File: config.mk
export PLATFORM = sky130hd
export DESIGN_NAME = axi_lite_master
export DESIGN_NICKNAME = d
export VERILOG_FILES = /design/src/rtl/axi_lite_master.sv
export SDC_FILE = /design/constraint.sdc
export NUM_CORES = 1
export LEC_CHECK = 0
export ABC_CLOCK_PERIOD_IN_PS = 1520
export CORE_MARGIN = 2
export CORE_UTILIZATION = 25
export CTS_BUF_LIST = sky130_fd_sc_hd__clkbuf_4
export DETAILED_ROUTE_END_ITERATION = 10
export PLACE_DENSITY_LB_ADDON = 0.1
export SYNTH_ARGS = -nofsm -noshare
export SYNTH_HDL_FRONTEND = slang
export SYNTH_SLANG_ARGS = --single-unit
File: constraint.sdc
create_clock -name aclk -period 1.52 [get_ports aclk]
set_clock_uncertainty 0.15 [all_clocks]
set_input_delay 0.304 -clock aclk [delete_from_list [all_inputs] [get_ports aclk]]
set_output_delay 0.304 -clock aclk [all_outputs]
set_load 0.1 [all_outputs]
File: src/rtl/axi_lite_master.sv
// rtl/axi_lite_master.sv - AXI4-Lite initiator with one outstanding transaction
module axi_lite_master #(
   parameter int         ADDR_W = 32,
   parameter int         DATA_W = 32,
   parameter logic [2:0] PROT   = 3'b000
) (
   input  logic                aclk,
   input  logic                aresetn,
   input  logic                cmd_valid,
   output logic                cmd_ready,
   input  logic                cmd_write,
   input  logic [ADDR_W-1:0]   cmd_addr,
   input  logic [DATA_W-1:0]   cmd_wdata,
   input  logic [DATA_W/8-1:0] cmd_wstrb,
   output logic                rsp_valid,
   input  logic                rsp_ready,
   output logic [DATA_W-1:0]   rsp_rdata,
   output logic [1:0]          rsp_resp,
   output logic                rsp_write,
   output logic [ADDR_W-1:0]   m_axi_awaddr,
   output logic [2:0]          m_axi_awprot,
   output logic                m_axi_awvalid,
   input  logic                m_axi_awready,
   output logic [DATA_W-1:0]   m_axi_wdata,
   output logic [DATA_W/8-1:0] m_axi_wstrb,
   output logic                m_axi_wvalid,
   input  logic                m_axi_wready,
   input  logic [1:0]          m_axi_bresp,
   input  logic                m_axi_bvalid,
   output logic                m_axi_bready,
   output logic [ADDR_W-1:0]   m_axi_araddr,
   output logic [2:0]          m_axi_arprot,
   output logic                m_axi_arvalid,
   input  logic                m_axi_arready,
   input  logic [DATA_W-1:0]   m_axi_rdata,
   input  logic [1:0]          m_axi_rresp,
   input  logic                m_axi_rvalid,
   output logic                m_axi_rready
);

   typedef enum logic [2:0] {
      S_IDLE, S_WRITE, S_WAIT_B, S_READ, S_WAIT_R, S_RESP
   } state_t;

   state_t                r_state;
   state_t                w_next;
   logic [ADDR_W-1:0]     r_addr;
   logic [DATA_W-1:0]     r_wdata;
   logic [DATA_W/8-1:0]   r_wstrb;
   logic                  r_write;
   logic                  r_aw_done;
   logic                  r_w_done;
   logic [DATA_W-1:0]     r_rsp_rdata;
   logic [1:0]            r_rsp_resp;

   logic w_cmd_fire, w_aw_fire, w_w_fire, w_b_fire, w_ar_fire, w_r_fire, w_rsp_fire;

   assign w_cmd_fire = cmd_valid && cmd_ready;
   assign w_aw_fire  = m_axi_awvalid && m_axi_awready;
   assign w_w_fire   = m_axi_wvalid && m_axi_wready;
   assign w_b_fire   = m_axi_bvalid && m_axi_bready;
   assign w_ar_fire  = m_axi_arvalid && m_axi_arready;
   assign w_r_fire   = m_axi_rvalid && m_axi_rready;
   assign w_rsp_fire = rsp_valid && rsp_ready;

   always_ff @(posedge aclk or negedge aresetn) begin
      if (!aresetn) r_state <= S_IDLE;
      else          r_state <= w_next;
   end

   always_comb begin
      w_next = r_state;
      case (r_state)
         S_IDLE:   if (w_cmd_fire) w_next = cmd_write ? S_WRITE : S_READ;
         S_WRITE:  if ((r_aw_done || w_aw_fire) && (r_w_done || w_w_fire)) w_next = S_WAIT_B;
         S_WAIT_B: if (w_b_fire) w_next = S_RESP;
         S_READ:   if (w_ar_fire) w_next = S_WAIT_R;
         S_WAIT_R: if (w_r_fire) w_next = S_RESP;
         S_RESP:   if (w_rsp_fire) w_next = S_IDLE;
         default:  w_next = S_IDLE;
      endcase
   end

   // Handshake outputs decode the state so an async reset drops them at once.
   always_comb begin
      cmd_ready     = aresetn && (r_state == S_IDLE);
      m_axi_awvalid = (r_state == S_WRITE) && !r_aw_done;
      m_axi_wvalid  = (r_state == S_WRITE) && !r_w_done;
      m_axi_bready  = (r_state == S_WAIT_B);
      m_axi_arvalid = (r_state == S_READ);
      m_axi_rready  = (r_state == S_WAIT_R);
      rsp_valid     = (r_state == S_RESP);
   end

   always_ff @(posedge aclk or negedge aresetn) begin
      if (!aresetn) begin
         r_addr      <= '0;
         r_wdata     <= '0;
         r_wstrb     <= '0;
         r_write     <= 1'b0;
         r_aw_done   <= 1'b0;
         r_w_done    <= 1'b0;
         r_rsp_rdata <= '0;
         r_rsp_resp  <= 2'b00;
      end else begin
         if (w_cmd_fire) begin
            r_addr    <= cmd_addr;
            r_wdata   <= cmd_wdata;
            r_wstrb   <= cmd_wstrb;
            r_write   <= cmd_write;
            r_aw_done <= 1'b0;
            r_w_done  <= 1'b0;
         end
         if (w_aw_fire) r_aw_done <= 1'b1;
         if (w_w_fire)  r_w_done  <= 1'b1;
         if (w_b_fire) begin
            r_rsp_resp  <= m_axi_bresp;
            r_rsp_rdata <= '0;
         end
         if (w_r_fire) begin
            r_rsp_resp  <= m_axi_rresp;
            r_rsp_rdata <= m_axi_rdata;
         end
      end
   end

   assign rsp_rdata    = r_rsp_rdata;
   assign rsp_resp     = r_rsp_resp;
   assign rsp_write    = r_write;
   assign m_axi_awaddr = r_addr;
   assign m_axi_araddr = r_addr;
   assign m_axi_awprot = PROT;
   assign m_axi_arprot = PROT;
   assign m_axi_wdata  = r_wdata;
   assign m_axi_wstrb  = r_wstrb;

endmodule

* Yosys cells after proc, flatten, opt, wreduce, memory -nomap -nowiden
Cells that the tools add are included.
** Cells by class
- Add/subtract/negate cells :: 0
- Multiply operators :: 0
- Div/mod/pow operators :: 0
- Order comparisons :: 0
- Eq/ne operators :: 11
- Shift-type cells :: 0
- Muxes and demuxes :: 15
- Bitwise logic cells :: 0
- Reductions and logical operators :: 20
** Operator list (count)
- 32-bit 2-to-1 mux :: 2
- 3-bit 2-to-1 mux :: 6
- 3-bit case mux with 6 select lines :: 1
- 1-bit logical AND :: 11
- 2-bit by 1-bit != test with 1-bit output, second input constant :: 4
- 3-bit by 2-bit == test with 1-bit output, second input constant :: 2
- 3-bit == test, second input constant :: 2
- 2-bit 2-to-1 mux :: 3
- 6-bit AND reduction :: 1
- 2-bit nonzero test :: 3
- 2-bit != test, second input constant :: 2
- 3-bit by 1-bit == test with 1-bit output, second input constant :: 1
- 3-bit logical NOT :: 1
- 1-bit 2-to-1 mux :: 3
- 1-bit logical NOT :: 2
- 1-bit logical OR :: 2
** Word-level totals
- Flip-flop bits (word level) :: 108
- Latch bits :: 0
- Bits in writable memories :: 0
- Bits in read-only memories :: 0
- Bits of input ports :: 114
- Output and inout bits :: 148
- Logic and storage cells :: 55
- Memories kept :: 0

* Depth between registers and ports, before layout
Gate-level depths: netlist (run 1).
- Word-level depth :: 7
- Gate-level depth with buffers :: 7
- Depth with buffers taken out :: 4

* Least setup slack after synthesis (run 1)
Ideal clock, no wire load.
- Kind :: flip-flop to flip-flop
- From :: register r_state[0]
- To :: register r_rsp_rdata[10] (netlist: rsp_rdata[10])
- Library setup time :: 0.069 ns
- Arrival :: 2.459 ns
- Data required time :: 1.301 ns
- Path slack :: -1.158 ns
- Stages on the path, launching flop included :: 7
- Path buffers :: 3
- Clock period less this slack :: 2.678 ns
- Path through :: dfrtp_1 > buf_6 > nor3b_2 > and2_1 > buf_4 > buf_2 > a22o_1
** Between the ends
- Longest elaborated chain between the ends :: 3
- Elaborated cells between the ends (all ways) :: 6
- Classes of those cells :: eq/ne (2); mux (1); reduce/logical (3)
** Ends and longest elaborated chain
- from (decl) :: RTL line 45 : state_t r_state;
- from (signal assigned) :: RTL line 68 : else r_state <= w_next;
- 3-bit == test * :: RTL line 91 : m_axi_rready = (r_state == S_WAIT_R);
- net m_axi_rready :: RTL line 38 : output logic m_axi_rready
- 1-bit logical AND * :: RTL line 63 : assign w_r_fire = m_axi_rvalid && m_axi_rready;
- 32-bit 2-to-1 mux or 2-bit nonzero test (tied branches)
- to (signal assigned) :: RTL line 122 : r_rsp_rdata <= m_axi_rdata;
- to (decl) :: RTL line 53 : logic [DATA_W-1:0] r_rsp_rdata;
Mark *: on every way through the listed nets, which the timed path passes. The rest lies on a longest branch.
A chain may end at the register's enable or synchronous reset.

* Worst setup path in the final report (run 1)
- From :: register r_state[2]
- To :: output port rsp_valid
** Between the ends
- Longest elaborated chain between the ends :: 1
** Ends and longest elaborated chain
- 3-bit == test :: RTL line 92 : rsp_valid = (r_state == S_RESP);
- to (decl) :: RTL line 15 : output logic rsp_valid,
No other way between the ends.

==> run_results.csv, run 1 <==
group,metric,value,unit
status,outcome,"finished, violations left",
status,violations,"negative setup slack",
finish,final_cell_mix,"buf_12, clkdlybuf4s50_1, dfrtp_1",
finish,final_common_cell,"buf_12",
logic_synthesis,synth_area_leaders,"dfrtp_1, mux2_2, buf_4, a22o_1, buf_6",
routing,maxUsedRoutingLayer,"met4",
routing,wl_met1,5921,µm
sta,period_minus_slack,2.180,ns
finish,fin_util,53.15,%
grt,grt_pass1_vias,3871,
placement,port_buffers,255,
routing,antenna_left,0,
routing,drt_iter0_drc,98,
routing,met3_wirelength,1144,µm
logic_synthesis,syn_avg_cell_area,14.50,µm²
critical_path,critPathCaptureType,"primary output",
grt,track_usage,15.16,%
sta,fmax,0.4586,GHz
cts,cts_root_buffer,"clkbuf_4",
routing,met2_length,6925,µm
floorplan,die_w,138.3,µm
cts,cts_tree,"yes",
grt,antenna_found_initial,1,
floorplan,rows,49,
floorplan,dieArea,0.01913,mm²
placement,globalplace.congestion,0.7258,
logic_synthesis,syn_inst,311,
cts,cts-buffers-inserted,9,
critical_path,crit_required,1.07,ns
sta,rsz0062_at_grt,"yes",
run,drv_cap,0,
routing,vias_per_cell,4.312,
floorplan,die_height,138.3,µm
floorplan,core,0.01784,mm²
logic_synthesis,synth_edf_count,0,
grt,grt_max_degree,53,
floorplan,initial_utilization,25.28,%
cts,clock-sinks,108,
routing,wl_per_cell,17.45,µm
cts,clkTransAtPathRegs,0.16,ns
logic_synthesis,synth_top_area_share,59.93,%
finish,final_nets,701,
critical_path,cp-start-kind,"flip-flop",
logic_synthesis,ys_types,30,
sta,finalHoldViolations,0,
logic_synthesis,ys_seq_area_share,59.93,%
placement,hpwl,9996,µm
sta,finalSetupViolations,248,
routing,drt-pass1-iter-count,4,
cts,clkLatencyLatePin,0.47,ns
grt,grt_pass1_wl,22580,µm
sta,worst_pin_slew,0.6901,ns
critical_path,cp_data_arrival_time,1.73,ns
critical_path,critPathKind,"flip-flop to primary output",
worst_hold_path,hp-class,"input port to flip-flop",
logic_synthesis,synth_seq_cells,108,
routing,wirelength,14330,µm
sta,setup_ws,-0.6603,ns
routing,drcViolationCount,0,
routing,vias,3540,
cts,cts_max_level,3,
sta,period_share,143.4,%
finish,drive_gt1_share,58.21,%
sta,report.final.slew_viol_count,0,
cts,cts.path.max_buffers,2,
logic_synthesis,synth_area,0.004509,mm²
logic_synthesis,ys.flop_type,"dfrtp_1",
floorplan,io_pins,262,
grt,grt_overflow,0,
finish,area_delta_synth_final,110.3,%
critical_path,path_max_fanout,3,
logic_synthesis,yosysTopAreaCell,"dfrtp_1",
logic_synthesis,yosysWarningCount,0,
sta,max_slew_margin,53.84,%
logic_synthesis,async_flop_share,100.0,%
-- timing repair --
| action | 4_1_cts | 5_1_grt |
|---|---|---|
| pin swaps | 6 | 3 |
| setup buffers | 19 | 7 |
| hold endpoints to repair | 15 | 0 |
| setup endpoints to repair | 248 | 249 |
| cloned | 12 | 1 |
| hold buffers | 2 | 0 |
| resized for setup | 34 | 19 |
-- stage by stage --
stage	instance area, µm²	setup TNS [ns]	std cells	worst slack [ns]	hold slack (ns)
2_1_floorplan	4629	-100.13	316	-1.108	-0.1416
3_3_place_gp	8670	-26.17	769	-0.2674	0.1521
3_5_place_dp	8670	-27.56	769	-0.2878	0.1617
4_1_cts	9420	-64.17	816	-0.7114	0.1744
5_1_grt	9483	-69.18	821	-0.7567	0.2064
6_report	9483	-49.88	821	-0.6603	0.1859
-- Yosys cell counts, types with 2 or more instances --
master	number
buf_6	12
mux2i_1	4
nor2_1	5
o21ai_1	2
mux2_1	3
o21ai_0	4
dfrtp_1	108
and2_1	3
a22o_1	32
buf_2	3
nand2_1	8
mux2_2	67
buf_4	39
nand3_1	5
-- cell type report --
class / count / area (µm²)
clock buffer: 10 / 75.07
multi-input combinational: 153 / 1529
sequential: 108 / 2744
tap: 229 / 286.5
inverter: 1 / 3.754
antenna: 1 / 2.502
timing repair buffer: 314 / 4805
clock inverter: 5 / 37.54
fill: 1438 / 8358
-- cell families after synthesis --
group / synth area share (%)
buf+inv: 9.989
mux: 18.37
compound gates: 7.520
other cells: 0.08316
simple gates: 4.107
flops: 59.93
-- worst max-delay path, cell delays in order (launching register included) --
cell and delay, ns:
dfrtp_1 0.43, buf_6 0.13, buf_6 0.10, and2b_1 0.17, buf_6 0.12, and2_4 0.16
buf_12 0.16
-- per-layer routing --
layer / up-vias / global-route usage, %
met2: 170 / 24.49
met3: 17 / 5.438
met4: 0 / 6.069
met1: 1744 / 18.51
met5: - / 0
li1: 1609 / -
-- flip-flops by register name (all words and copies together), names as in the netlist --
register,cells
m_axi_araddr,32
m_axi_wdata,32
rsp_rdata,32
m_axi_wstrb,4
r_state,3
rsp_resp,2
r_aw_done,1
r_w_done,1
rsp_write,1
-- path summary, 6_finish.rpt --
path                              start         endpoint  slack [ns]  depth (start not counted)
max                          r_state[2]        rsp_valid       -0.66                          6
min                             aresetn       r_state[1]        0.19                          5
max reg2reg                  r_state[1]    rsp_rdata[26]       -0.47                          8
min reg2reg                rsp_rdata[6]     rsp_rdata[6]        0.43                          1
max in group asynchronous       aresetn       r_state[1]        0.18                          4
min in group asynchronous       aresetn  m_axi_wdata[27]        0.38                          3
Power of run 1 is left out: the tool's default activity adds up to more than one toggle a clock period on the data nets, which glitch-free logic cannot reach.
==> run 2, diff against run 1 <==
--- a/config.mk
+++ b/config.mk
@@ -9,8 +9,10 @@
 export CORE_MARGIN = 2
 export CORE_UTILIZATION = 25
 export CTS_BUF_LIST = sky130_fd_sc_hd__clkbuf_4
+export CTS_CLUSTER_DIAMETER = 200
 export DETAILED_ROUTE_END_ITERATION = 10
 export PLACE_DENSITY_LB_ADDON = 0.1
+export SKIP_LAST_GASP = 1
 export SYNTH_ARGS = -nofsm -noshare
 export SYNTH_HDL_FRONTEND = slang
 export SYNTH_SLANG_ARGS = --single-unit
==> run 2 against run 1 <==
Effect of this change:
- the run still ends with negative setup slack left
- routed wire length up 0.15%
- global-route usage about the same
- worst setup slack worse by 0.0077 ns
- critical path depth unchanged
- critical path type unchanged
==> run_results.csv, run 2 (synthesis gave the netlist of run 1 again) <==
group,metric,value,unit
routing,antenna_left,0,
critical_path,worstPathCellList,"buf_6 > buf_6 > and2b_1 > buf_6 > and2_4 > buf_12",
placement,hpwl,9996,µm
worst_hold_path,hold_path_depth,5,
cts,clkLatencyLatePin,0.47,ns
cts,cts-buffers-inserted,9,
floorplan,io_pins,262,
critical_path,r2r-end,"rsp_rdata[22]",
floorplan,die_w,138.3,µm
critical_path,cp-start-kind,"flip-flop",
cts,clkTransAtPathRegs,0.16,ns
sta,finalHoldViolations,0,
sta,finalSetupViolations,248,
routing,drcViolationCount,0,
grt,grt_pass1_wl,22560,µm
critical_path,r2r_setup_slack,-0.48,ns
sta,report.final.slew_viol_count,0,
grt,track_usage,15.15,%
floorplan,die_height,138.3,µm
finish,fin_cells,823,
critical_path,critPathCaptureType,"primary output",
critical_path,r2r_cells,8,
sta,setup_ws,-0.6681,ns
finish,drive_gt1_share,58.18,%
sta,period_minus_slack,2.188,ns
finish,nFillCells,1438,
status,outcome,"finished, violations left",
critical_path,critPathSlowestCell,"dfrtp_1",
critical_path,path_delay_family,"buffers and inverters",
finish,area_delta_synth_final,110.9,%
routing,drt-pass1-iter-count,4,
worst_hold_path,hp-class,"input port to flip-flop",
placement,globalplace.congestion,0.7258,
grt,grt_overflow,0,
cts,cts_tree,"yes",
floorplan,core,0.01784,mm²
critical_path,path_max_fanout,3,
cts,cts_root_buffer,"clkbuf_4",
critical_path,r2r_start,"r_state[1]",
critical_path,crit_path_frequent_cell,"buf_6",
grt,grt_max_degree,53,
status,violations,"negative setup slack",
critical_path,cp_num_buf_inv,4,
sta,hold_slack,0.1816,ns
cts,cts.path.max_buffers,2,
placement,port_buffers,255,
run,drv_cap,0,
cts,cts_max_level,3,
finish,final_nets,703,
critical_path,cp_data_arrival_time,1.73,ns
routing,vias,3543,
routing,wl_per_cell,17.44,µm
sta,worst_pin_slew,0.7002,ns
finish,multi_input_area,0.001529,mm²
critical_path,critPathKind,"flip-flop to primary output",
worst_hold_path,min_to,"r_state[1]",
grt,grt_pass1_vias,3874,
sta,rsz0062_at_grt,"yes",
finish,final_cell_mix,"buf_12, clkdlybuf4s50_1, dfrtp_1",
finish,regArea,0.002744,mm²
grt,antenna_found_initial,1,
worst_hold_path,hold_start,"aresetn",
floorplan,rows,49,
routing,wirelength,14350,µm
placement,dp.cells,769,
sta,max_slew_margin,53.16,%
floorplan,initial_utilization,25.28,%
floorplan,dieArea,0.01913,mm²
finish,final_common_cell,"buf_12",
critical_path,critPathLaunch,"r_state[2]",
sta,period_share,144.0,%
routing,drt_iter0_drc,90,
routing,vias_per_cell,4.305,
critical_path,crit_required,1.07,ns
critical_path,max_stage_delay,0.43,ns
cts,clock-sinks,108,
sta,fmax,0.4570,GHz
[run 2: cell count changes in the layout (fill, tap and decap cells not counted)]
cell,before,now
inv_2,1,0
buf_12,155,156
buf_4,24,25
inv_1,0,1
[run 2: worst min-delay path, stage by stage]
cell and delay, ns:
buf_4 0.09, buf_4 0.12, a21o_1 0.11, nand3_1 0.08, nand2_1 0.08
[run 2: layout make-up]
| type | instances | area share, % |
|---|---|---|
| Antenna cell | 1 | 0.02631 |
| Clock buffer | 10 | 0.7894 |
| Clock inverter | 5 | 0.3947 |
| Inverter | 1 | 0.03947 |
| Multi-Input combinational cell | 153 | 16.08 |
| Sequential cell | 108 | 28.85 |
| Tap cell | 229 | 3.013 |
| Timing Repair Buffer | 316 | 50.81 |
[run 2: metrics by stage]
stage          TNS (ns)  utilization (%)  worst slack [ns]  cell area [µm²]
2_1_floorplan   -100.13                -            -1.108             4629
3_3_place_gp     -26.17            48.59           -0.2674             8670
3_5_place_dp     -27.56            48.59           -0.2878             8670
4_1_cts          -64.49            52.71           -0.7114             9404
5_1_grt          -70.82            53.31           -0.7567             9510
6_report         -52.03            53.31           -0.6681             9510
[run 2: repair_timing]
| action | in CTS | in global routing |
|---|---|---|
| endpoints found under the hold margin | 15 | 0 |
| setup endpoints to repair | 248 | 249 |
| cloned | 12 | 1 |
| buffers inserted | 19 | 9 |
| gates resized for setup | 30 | 22 |
| hold buffers | 2 | 0 |
| pin swaps | 6 | 4 |
[run 2: how the worst max path moves through the flow]
| stage | endpoint | depth (start not counted) |
|---|---|---|
| after CTS | rsp_valid | 6 |
| after detailed placement | rsp_rdata[16] | 5 |
| after global routing | rsp_valid | 6 |
| final | rsp_valid | 6 |
| after global placement | rsp_resp[1] | 7 |
| after floorplan | m_axi_wdata[22] | 4 |
[run 2: routing by layer]
metal	vias to the layer above	track usage (%)	part of all wire, %
met3	17	5.438	8.1
met5	-	0	0
met2	177	24.52	49
met4	0	6.069	2.4
met1	1737	18.45	41
li1	1612	-	-
Power of run 2 is left out for the same reason.
==> run 3, diff against run 2 <==
--- a/config.mk
+++ b/config.mk
@@ -5,7 +5,6 @@
 export SDC_FILE = /design/constraint.sdc
 export NUM_CORES = 1
 export LEC_CHECK = 0
-export ABC_CLOCK_PERIOD_IN_PS = 1520
 export CORE_MARGIN = 2
 export CORE_UTILIZATION = 25
 export CTS_BUF_LIST = sky130_fd_sc_hd__clkbuf_4
==> results of run 3 <==
The final DEF is identical to that of run 2; final timing and power are the same.
Power of run 3 is left out for the same reason.
